--- config.mk ---
export PLATFORM = sky130hd
export DESIGN_NAME = id_rename_stage_flat
export DESIGN_NICKNAME = d
export VERILOG_FILES = /design/src/rtl/id_rename_stage_pkg.sv /design/src/rtl/id_rename_stage_if.sv /design/src/rtl/id_rename_stage_inst_decoder.sv /design/src/rtl/id_rename_stage.sv /design/src/flat_wrapper.sv
export SDC_FILE = /design/constraint.sdc
export NUM_CORES = 2
export LEC_CHECK = 0
export BUFFER_PORTS_ARGS = -buffer_cell sky130_fd_sc_hd__buf_2
export CAP_MARGIN = 20
export CORE_AREA = 2 2 579 581
export DETAILED_ROUTE_END_ITERATION = 7
export DIE_AREA = 0 0 581 583
export GPL_TIMING_DRIVEN = 0
export PLACE_DENSITY = 0.31
export SLEW_MARGIN = 20
export SYNTH_ARGS = -nofsm -noshare
export SYNTH_HDL_FRONTEND = slang
export SYNTH_SLANG_ARGS = --single-unit
export TNS_END_PERCENT = 50
--- constraint.sdc ---
create_clock -name clock -period 29.6 [get_ports clock]
set_input_delay 5.92 -clock clock [delete_from_list [all_inputs] [get_ports clock]]
set_output_delay 5.92 -clock clock [all_outputs]
set_load 0.02 [all_outputs]
--- src/rtl/id_rename_stage_pkg.sv ---
// Shared types for the decode/rename stage: packets, CDB tag, decode bundle and ALU/FU enums.
// Also holds the funct3 -> ALU op helpers used by the instruction decoder.
package id_rename_stage_pkg;
  localparam int N                  = 4;
  localparam int RAT_SIZE           = 32;
  localparam int PRF_NUM_ENTRIES    = 64;
  localparam int PRF_NUM_INDEX_BITS = 6;

  localparam logic [31:0] INST_WFI = 32'h1050_0073;

  typedef logic [PRF_NUM_INDEX_BITS-1:0] tag_t;

  typedef enum logic [4:0] {
    ALU_ADD, ALU_SUB, ALU_SLT, ALU_SLTU, ALU_AND, ALU_OR, ALU_XOR, ALU_SLL, ALU_SRL,
    ALU_SRA, ALU_MUL, ALU_MULH, ALU_MULHSU, ALU_MULHU, ALU_DIV, ALU_DIVU, ALU_REM, ALU_REMU
  } alu_func_e;

  typedef enum logic [2:0] {
    FU_ALU, FU_MULT, FU_DIV, FU_LOAD, FU_STORE, FU_BRANCH, FU_SYS
  } func_unit_e;

  typedef enum logic [1:0] {OPA_REG, OPA_PC, OPA_ZERO} opa_sel_e;
  typedef enum logic [1:0] {OPB_REG, OPB_IMM, OPB_ZERO} opb_sel_e;

  typedef struct packed {
    logic valid;
    tag_t phys_reg;
  } cdb_t;

  typedef struct packed {
    logic        valid;
    logic [31:0] inst;
    logic [31:0] pc;
    logic [31:0] npc;
  } if_id_packet_t;

  typedef struct packed {
    logic       has_dest;
    logic [4:0] rs1;
    logic [4:0] rs2;
    logic [4:0] rd;
    opa_sel_e   opa_sel;
    opb_sel_e   opb_sel;
    logic [31:0] imm;
    alu_func_e  alu_func;
    func_unit_e func_unit;
    logic       cond_branch;
    logic       uncond_branch;
    logic       halt;
    logic       csr_op;
    logic       illegal;
  } decode_t;

  typedef struct packed {
    logic        valid;
    logic [31:0] pc;
    logic [31:0] npc;
    logic [31:0] opa_value;
    logic [31:0] opb_value;
    logic [31:0] offset_value;
    logic        opa_ready;
    logic        opb_ready;
    logic [4:0]  dest_reg_idx;
    tag_t        phys_reg_dest;
    alu_func_e   alu_func;
    func_unit_e  func_unit;
    logic        cond_branch;
    logic        uncond_branch;
    logic        halt;
    logic        csr_op;
    logic        illegal;
  } id_ex_packet_t;

  // alt selects SUB/SRA (funct7[5]) for the shared OP / OP-IMM encodings
  function automatic alu_func_e base_alu(input logic [2:0] f3, input logic alt);
    case (f3)
      3'b000:  return alt ? ALU_SUB : ALU_ADD;
      3'b001:  return ALU_SLL;
      3'b010:  return ALU_SLT;
      3'b011:  return ALU_SLTU;
      3'b100:  return ALU_XOR;
      3'b101:  return alt ? ALU_SRA : ALU_SRL;
      3'b110:  return ALU_OR;
      default: return ALU_AND;
    endcase
  endfunction

  function automatic alu_func_e m_alu(input logic [2:0] f3);
    case (f3)
      3'b000:  return ALU_MUL;
      3'b001:  return ALU_MULH;
      3'b010:  return ALU_MULHSU;
      3'b011:  return ALU_MULHU;
      3'b100:  return ALU_DIV;
      3'b101:  return ALU_DIVU;
      3'b110:  return ALU_REM;
      default: return ALU_REMU;
    endcase
  endfunction
endpackage

--- src/rtl/id_rename_stage_if.sv ---
// Fetch-side packets and CDB tags into the rename stage, renamed packets out to dispatch.
interface id_rename_stage_if;
  import id_rename_stage_pkg::*;
  if_id_packet_t [N-1:0] if_id_packet_in;
  cdb_t          [N-1:0] cdb_in;
  id_ex_packet_t [N-1:0] id_packet_out;

  modport master (output if_id_packet_in, cdb_in, input id_packet_out);
  modport slave  (input if_id_packet_in, cdb_in, output id_packet_out);
endinterface

--- src/rtl/id_rename_stage_inst_decoder.sv ---
// Pure combinational RV32IM decode: register fields, operand selects, immediate, control flags.
module id_rename_stage_inst_decoder
  import id_rename_stage_pkg::*;
(
  input  logic [31:0] inst,
  output decode_t     dec
);
  logic [6:0]  opcode, funct7;
  logic [2:0]  funct3;
  logic [31:0] imm_i, imm_s, imm_b, imm_u, imm_j;

  assign opcode = inst[6:0];
  assign funct3 = inst[14:12];
  assign funct7 = inst[31:25];
  assign imm_i  = {{20{inst[31]}}, inst[31:20]};
  assign imm_s  = {{20{inst[31]}}, inst[31:25], inst[11:7]};
  assign imm_b  = {{19{inst[31]}}, inst[31], inst[7], inst[30:25], inst[11:8], 1'b0};
  assign imm_u  = {inst[31:12], 12'b0};
  assign imm_j  = {{11{inst[31]}}, inst[31], inst[19:12], inst[20], inst[30:21], 1'b0};

  always_comb begin
    dec           = '0;
    dec.rs1       = inst[19:15];
    dec.rs2       = inst[24:20];
    dec.rd        = inst[11:7];
    dec.opa_sel   = OPA_ZERO;
    dec.opb_sel   = OPB_ZERO;
    dec.alu_func  = ALU_ADD;
    dec.func_unit = FU_ALU;
    case (opcode)
      7'b0110111: begin // LUI
        dec.has_dest = 1'b1; dec.opb_sel = OPB_IMM; dec.imm = imm_u;
      end
      7'b0010111: begin // AUIPC
        dec.has_dest = 1'b1; dec.opa_sel = OPA_PC; dec.opb_sel = OPB_IMM; dec.imm = imm_u;
      end
      7'b1101111: begin // JAL
        dec.has_dest = 1'b1; dec.opa_sel = OPA_PC; dec.imm = imm_j;
        dec.uncond_branch = 1'b1; dec.func_unit = FU_BRANCH;
      end
      7'b1100111: begin // JALR
        dec.has_dest = 1'b1; dec.opa_sel = OPA_REG; dec.imm = imm_i;
        dec.uncond_branch = 1'b1; dec.func_unit = FU_BRANCH;
        dec.illegal = (funct3 != 3'b000);
      end
      7'b1100011: begin
        dec.opa_sel = OPA_REG; dec.opb_sel = OPB_REG; dec.imm = imm_b;
        dec.cond_branch = 1'b1; dec.func_unit = FU_BRANCH;
        case (funct3)
          3'b000, 3'b001: dec.alu_func = ALU_SUB;
          3'b100, 3'b101: dec.alu_func = ALU_SLT;
          3'b110, 3'b111: dec.alu_func = ALU_SLTU;
          default:        dec.illegal  = 1'b1;
        endcase
      end
      7'b0000011: begin
        dec.has_dest = 1'b1; dec.opa_sel = OPA_REG; dec.imm = imm_i; dec.func_unit = FU_LOAD;
        dec.illegal = (funct3 == 3'b011) || (funct3 == 3'b110) || (funct3 == 3'b111);
      end
      7'b0100011: begin
        dec.opa_sel = OPA_REG; dec.opb_sel = OPB_REG; dec.imm = imm_s; dec.func_unit = FU_STORE;
        dec.illegal = (funct3 > 3'b010);
      end
      7'b0010011: begin
        dec.has_dest = 1'b1; dec.opa_sel = OPA_REG; dec.opb_sel = OPB_IMM; dec.imm = imm_i;
        dec.alu_func = base_alu(funct3, (funct3 == 3'b101) && funct7[5]);
        dec.illegal  = ((funct3 == 3'b001) && (funct7 != 7'h00)) ||
                       ((funct3 == 3'b101) && (funct7 != 7'h00) && (funct7 != 7'h20));
      end
      7'b0110011: begin
        dec.has_dest = 1'b1; dec.opa_sel = OPA_REG; dec.opb_sel = OPB_REG;
        if (funct7 == 7'h01) begin
          dec.alu_func  = m_alu(funct3);
          dec.func_unit = funct3[2] ? FU_DIV : FU_MULT;
        end else if (funct7 == 7'h00) begin
          dec.alu_func = base_alu(funct3, 1'b0);
        end else if ((funct7 == 7'h20) && ((funct3 == 3'b000) || (funct3 == 3'b101))) begin
          dec.alu_func = base_alu(funct3, 1'b1);
        end else begin
          dec.illegal = 1'b1;
        end
      end
      7'b0001111: ; // FENCE: no operands, no destination
      7'b1110011: begin
        dec.func_unit = FU_SYS;
        if (inst == INST_WFI) begin
          dec.halt = 1'b1;
        end else if ((funct3 != 3'b000) && (funct3 != 3'b100)) begin
          // CSR address rides in imm; the immediate forms take no register source
          dec.csr_op = 1'b1; dec.has_dest = 1'b1; dec.imm = imm_i;
          dec.opa_sel = funct3[2] ? OPA_ZERO : OPA_REG;
        end else begin
          dec.illegal = 1'b1;
        end
      end
      default: dec.illegal = 1'b1;
    endcase
  end
endmodule

--- src/rtl/id_rename_stage.sv ---
// N-wide decode + rename: speculative RAT, physical free list and ready bits, RRAT recovery on nuke.
// Outputs are combinational from inputs and state; every valid slot is consumed each cycle.
module id_rename_stage
  import id_rename_stage_pkg::*;
(
  input  logic                       clock,
  input  logic                       reset,
  input  logic                       nuke,
  input  tag_t [RAT_SIZE-1:0]        rrat_entries,
  input  logic [PRF_NUM_ENTRIES-1:0] rrat_free_list,
  input  logic [PRF_NUM_ENTRIES-1:0] free_vector_from_rrat,
  id_rename_stage_if.slave           bus
);
  localparam int KW = $clog2(N);

  tag_t [RAT_SIZE-1:0]        rat, rat_next;
  logic [PRF_NUM_ENTRIES-1:0] free, ready, alloc_mask, cdb_mask, avail;
  decode_t [N-1:0]            dec;
  tag_t [N-1:0]               free_tag;
  logic [N-1:0]               free_found;
  id_ex_packet_t [N-1:0]      pkt;
  logic [RAT_SIZE-1:0]        in_group;
  logic                       blocked, want, ra, rb;
  tag_t                       ta, tb;
  logic [KW-1:0]              k;

  for (genvar i = 0; i < N; i++) begin : g_dec
    id_rename_stage_inst_decoder u_dec (.inst(bus.if_id_packet_in[i].inst), .dec(dec[i]));
  end

  // k-th free tag = k-th lowest set bit of the free vector
  always_comb begin
    avail      = free;
    free_tag   = '0;
    free_found = '0;
    for (int s = 0; s < N; s++) begin
      for (int p = PRF_NUM_ENTRIES - 1; p >= 0; p--)
        if (avail[p]) begin
          free_tag[s]   = tag_t'(p);
          free_found[s] = 1'b1;
        end
      if (free_found[s]) avail[free_tag[s]] = 1'b0;
    end
  end

  always_comb begin
    cdb_mask = '0;
    for (int c = 0; c < N; c++)
      if (bus.cdb_in[c].valid) cdb_mask[bus.cdb_in[c].phys_reg] = 1'b1;
  end

  // Rename chain: each slot sees the RAT as rewritten by older slots in the group.
  // in_group marks arch regs whose current mapping was allocated this cycle (never ready).
  always_comb begin
    rat_next   = rat;
    in_group   = '0;
    alloc_mask = '0;
    pkt        = '0;
    blocked    = !reset || nuke;
    k          = '0;
    want       = 1'b0;
    ta = '0; tb = '0; ra = 1'b0; rb = 1'b0;
    for (int i = 0; i < N; i++) begin
      ta = (dec[i].rs1 == 5'd0) ? tag_t'(0) : rat_next[dec[i].rs1];
      tb = (dec[i].rs2 == 5'd0) ? tag_t'(0) : rat_next[dec[i].rs2];
      ra = (dec[i].rs1 == 5'd0) || (!in_group[dec[i].rs1] && (ready[ta] || cdb_mask[ta]));
      rb = (dec[i].rs2 == 5'd0) || (!in_group[dec[i].rs2] && (ready[tb] || cdb_mask[tb]));
      want = bus.if_id_packet_in[i].valid && !dec[i].illegal && dec[i].has_dest &&
             (dec[i].rd != 5'd0);
      if (want && !free_found[k]) blocked = 1'b1;

      pkt[i].valid         = bus.if_id_packet_in[i].valid && !dec[i].illegal && !blocked;
      pkt[i].pc            = bus.if_id_packet_in[i].pc;
      pkt[i].npc           = bus.if_id_packet_in[i].npc;
      pkt[i].dest_reg_idx  = dec[i].rd;
      pkt[i].alu_func      = dec[i].alu_func;
      pkt[i].func_unit     = dec[i].func_unit;
      pkt[i].cond_branch   = dec[i].cond_branch;
      pkt[i].uncond_branch = dec[i].uncond_branch;
      pkt[i].halt          = dec[i].halt;
      pkt[i].csr_op        = dec[i].csr_op;
      pkt[i].illegal       = dec[i].illegal;
      pkt[i].offset_value  = (dec[i].opb_sel == OPB_IMM) ? 32'd0 : dec[i].imm;
      case (dec[i].opa_sel)
        OPA_REG: pkt[i].opa_value = 32'(ta);
        OPA_PC:  pkt[i].opa_value = bus.if_id_packet_in[i].pc;
        default: pkt[i].opa_value = 32'd0;
      endcase
      case (dec[i].opb_sel)
        OPB_REG: pkt[i].opb_value = 32'(tb);
        OPB_IMM: pkt[i].opb_value = dec[i].imm;
        default: pkt[i].opb_value = 32'd0;
      endcase
      pkt[i].opa_ready = (dec[i].opa_sel != OPA_REG) || ra;
      pkt[i].opb_ready = (dec[i].opb_sel != OPB_REG) || rb;

      if (pkt[i].valid && want) begin
        pkt[i].phys_reg_dest        = free_tag[k];
        alloc_mask[free_tag[k]]     = 1'b1;
        rat_next[dec[i].rd]         = free_tag[k];
        in_group[dec[i].rd]         = 1'b1;
        k                           = k + 1'b1;
      end
    end
  end

  assign bus.id_packet_out = pkt;

  always_ff @(posedge clock or negedge reset) begin
    if (!reset) begin
      for (int r = 0; r < RAT_SIZE; r++) rat[r] <= tag_t'(r);
      free  <= {{(PRF_NUM_ENTRIES-RAT_SIZE){1'b1}}, {RAT_SIZE{1'b0}}};
      ready <= '1;
    end else if (nuke) begin
      rat   <= rrat_entries;
      free  <= rrat_free_list;
      ready <= '1;
    end else begin
      rat   <= rat_next;
      free  <= (free | free_vector_from_rrat) & ~alloc_mask;
      ready <= (ready | cdb_mask) & ~alloc_mask;
    end
  end
endmodule

--- src/flat_wrapper.sv ---
// flat-port wrapper written by rule: the top's interface ports become plain ports
module id_rename_stage_flat import id_rename_stage_pkg::*;
  (clock, reset, nuke, rrat_entries, rrat_free_list, free_vector_from_rrat, bus_if_id_packet_in, bus_cdb_in, bus_id_packet_out);
  id_rename_stage_if bus_i ();
  input  logic clock;
  input  logic reset;
  input  logic nuke;
  input  tag_t [RAT_SIZE-1:0] rrat_entries;
  input  logic [PRF_NUM_ENTRIES-1:0] rrat_free_list;
  input  logic [PRF_NUM_ENTRIES-1:0] free_vector_from_rrat;
  input wire logic [$bits(bus_i.if_id_packet_in)-1:0] bus_if_id_packet_in;
  input wire logic [$bits(bus_i.cdb_in)-1:0] bus_cdb_in;
  output wire logic [$bits(bus_i.id_packet_out)-1:0] bus_id_packet_out;
  assign bus_i.if_id_packet_in = bus_if_id_packet_in;
  assign bus_i.cdb_in = bus_cdb_in;
  assign bus_id_packet_out = bus_i.id_packet_out;
  id_rename_stage u_core (.clock(clock), .reset(reset), .nuke(nuke), .rrat_entries(rrat_entries), .rrat_free_list(rrat_free_list), .free_vector_from_rrat(free_vector_from_rrat), .bus(bus_i));
endmodule
==> impl_metrics.csv <==
group,metric,value,unit
global_routing,track_usage,41.4,%
die,die_w,581,um
cts,path_clk_slew,0.06,ns
cts,htreeDepth,2,
die,dieArea,339000,um^2
outcome,outcome,"complete, no violations",
synth,synthArstFlopShare,100,%
min_path,min-delay-start,"u_core.free[61]$_DFF_PN1_",
detailed_routing,initialDrtViolationCount,12917,
synth,synth_seq_cells,320,
global_routing,grt_pass1_wl,910,mm
global_routing,grt_overflow,0,
cts,cts_hold_buf,0,
cts,clkLatencyLatePin,0.73,ns
min_path,hold_path_end,"u_core.free[61]$_DFF_PN1_",
setup_path,critical_path.max_fanout,10,
timing,hold_viol,0,
synth,syn_area,61500,um^2
synth,synth_area_leaders,"mux4_2, mux2i_1, dfstp_2",
detailed_routing,wire_per_inst,50.9,um
min_path,hp-class,"register to register",
timing,min_period_over_period,91.8,%
setup_path,max_stage_delay,0.85,ns
setup_path,worstReg2RegStart,"u_core.free[33]$_DFF_PN1_",
setup_path,timing.rr.end,"u_core.rat[62]$_DFF_PN0_",
die,std_cell_rows,212,
placed_design,place_area,77000,um^2
synth,syn-num-nets,8947,
synth,synth_top_family_by_area,"compound AO/OA/AOI/OAI gates",
final_layout,syn2layout_area_growth,28.7,%
timing,maxSlewViolCount,0,
timing,fin_crit,27.18,ns
die,dieHeight,583,um
cts,cts-buffers-inserted,45,
detailed_routing,vias,86316,
final_layout,stdcell_count,14398,
global_routing,grt_antenna_before_repair,204,
timing,timing.slew.headroom,4.96,%
timing,finClkSkew,0.0548,ns
final_layout,fin_nets,10523,
setup_path,crit_top_cell,"clkbuf_1",
synth,syn_inst,8199,
detailed_routing,antenna_left,0,
cts,post_cts_buffers,0,
cts,cts_tree,"built",
die,ios,1487,
placed_design,hpwlAfterDp,634,mm
setup_path,start_kind,"input port",
pwr,p_per_area,34.3,nW/um^2
placed_design,portBuffers,1307,
cts,cts_root_buf,"clkbuf_16",
cts,clock_path_buffers,3,
setup_path,critPathLaunch,"bus_if_id_packet_in[83]",
timing,worstMarginPinSlew,1.41,ns
timing,fmax,36.8,MHz
final_layout,drive_gt1_share,32.9,%
synth,synthSimpleGateAreaFrac,23.2,%
die,initial_core_util,18.5,%
synth,yosysWarnings,0,
detailed_routing,viasPerCell,5.99,
min_path,min_path_cells,2,
detailed_routing,drc,0,
pwr,ir_drop,0.0000453,V
timing,rsz0062_at_grt,"no",
setup_path,reg2reg_depth,42,
pwr,p_leak,0.0308,uW
synth,synth_compound_area_share,27.9,%
die,coreArea,332000,um^2
synth,synth_edf_count,0,
placed_design,gp_congestion,1.08,
detailed_routing,drt_pass1_iterations,6,
synth,synthAdderAreaFrac,0.281,%
synth,synth_top_area_share,14.4,%
setup_path,critPathCaptureType,"output pin",
cts,cts.sinks,320,
setup_path,critPathRequiredTime,23.68,ns
setup_path,crit_type,"input port to output pin",
synth,synth_xor_area_share,0.244,%
global_routing,grt_pass1_vias,79671,
synth,muxShareOfSynthArea,26.1,%
cts,ctsResizeCount,0,
placed_design,placedCellCount,14108,
setup_path,crit_arrival,21.26,ns
synth,synth_top_flop_cell,"dfstp_2",
setup_path,regToRegSetupSlack,10.89,ns
setup_path,cp_slowest_cell,"a32oi_2",
detailed_routing,drt-total-wl,733,mm
synth,yosysUniqueCellTypes,128,
final_layout,stdcell_area,79100,um^2
synth,syn_area_per_cell,7.50,um^2
global_routing,grt_max_degree,76,
job,cap_violations,0,
timing,setup_violations,0,
synth,yosysTopAreaCell,"mux4_2",
synth,ys_seq_area_share,13.4,%
## worst max-delay path by stage
stage | cells past startpoint | to | slack, ns
2_1_floorplan | 32 | bus_id_packet_out[585] | 10.05
3_3_place_gp | 25 | bus_id_packet_out[585] | -3.85
3_5_place_dp | 37 | bus_id_packet_out[585] | 3.44
4_1_cts | 37 | bus_id_packet_out[585] | 3.37
5_1_grt | 37 | bus_id_packet_out[585] | 2.64
6_report | 37 | bus_id_packet_out[585] | 2.42
## stage by stage
stage	util [%]	setup TNS [ns]	total power [uW]	hold WS [ns]	worst slack (ns)
2_1_floorplan	-	0	1240	0.524	10.05
3_3_place_gp	22.1	-24.01	2040	0.581	-3.85
3_5_place_dp	23.2	0	2060	0.583	3.44
4_1_cts	23.6	0	2650	0.592	3.37
5_1_grt	23.7	0	2740	0.597	2.64
6_report	23.8	0	2710	0.609	2.42
## cell usage in the layout (no fill, tap or decap), drive strengths merged, types with 126 or more instances in the layout
master,n
mux4,394
o22ai,145
nor3,209
and2,233
diode,199
nand3,157
clkbuf,614
mux2i,502
dfrtp,144
a21oi,670
o21ai,644
nor2,1053
nand2,809
buf,1969
dfstp,176
mux2,191
o31ai,126
a211oi,216
## synthesized netlist by cell type, drive strengths merged (114+ instances only)
cell type	count
nor2	1053
nand2	809
a21oi	670
o21ai	644
clkbuf	549
mux2i	502
buf	440
mux4	394
and2	233
a211oi	216
nor3	209
mux2	191
dfstp	176
nand3	157
o22ai	145
dfrtp	144
o31ai	126
inv	114
o211ai	114
## report_power, final
group / switching (uW) / leakage (uW) / internal [uW]
Combinational: 1120 / 0.0266 / 448
Clock: 266 / 0.000715 / 311
Sequential: 86.0 / 0.00354 / 483
## area by class of cell
| type | count | area [um^2] |
|---|---|---|
| multi-input cells | 6773 | 49100 |
| repair buffers | 1529 | 8790 |
| inverters | 117 | 439 |
| fillers | 37392 | 253000 |
| flip-flops and latches | 320 | 8230 |
| plain buffers | 989 | 5130 |
| well taps | 4387 | 5490 |
| diodes | 199 | 498 |
| clock inverters | 19 | 209 |
| clock buffers | 65 | 1260 |
## critical path, delay by kind of cell
family,cells,cell delay (ns)
compound gates,13,5.03
fa+ha+maj,1,0.45
buf+inv,10,5.12
simple gates,12,4.35
mux,1,0.25
## cells by family (layout without fill, tap and decap cells)
logic type	Yosys count	after routing
and+or+nand+nor	3022	3022
AOI/OAI and AO/OA	2634	2634
buffers and inverters	1106	2719
muxes	1087	1087
DFF	320	320
adders and majority gates	15	15
xor gates and xnor gates	15	15
other	0	199
## layer usage
| metal | GRT usage, % | routed length [um] | vias up |
|---|---|---|---|
| met1 | 52.6 | 298000 | 44505 |
| met5 | 0 | 280 | - |
| li1 | - | - | 34181 |
| met4 | 24.4 | 52900 | 42 |
| met2 | 61.2 | 307000 | 6339 |
| met3 | 12.7 | 75600 | 1249 |
## state kept, by name, summed over array words and instances (netlist names)
register      cells
u_core.rat      192
u_core.free      64
u_core.ready     64
Power figures use the tool's default switching activity.
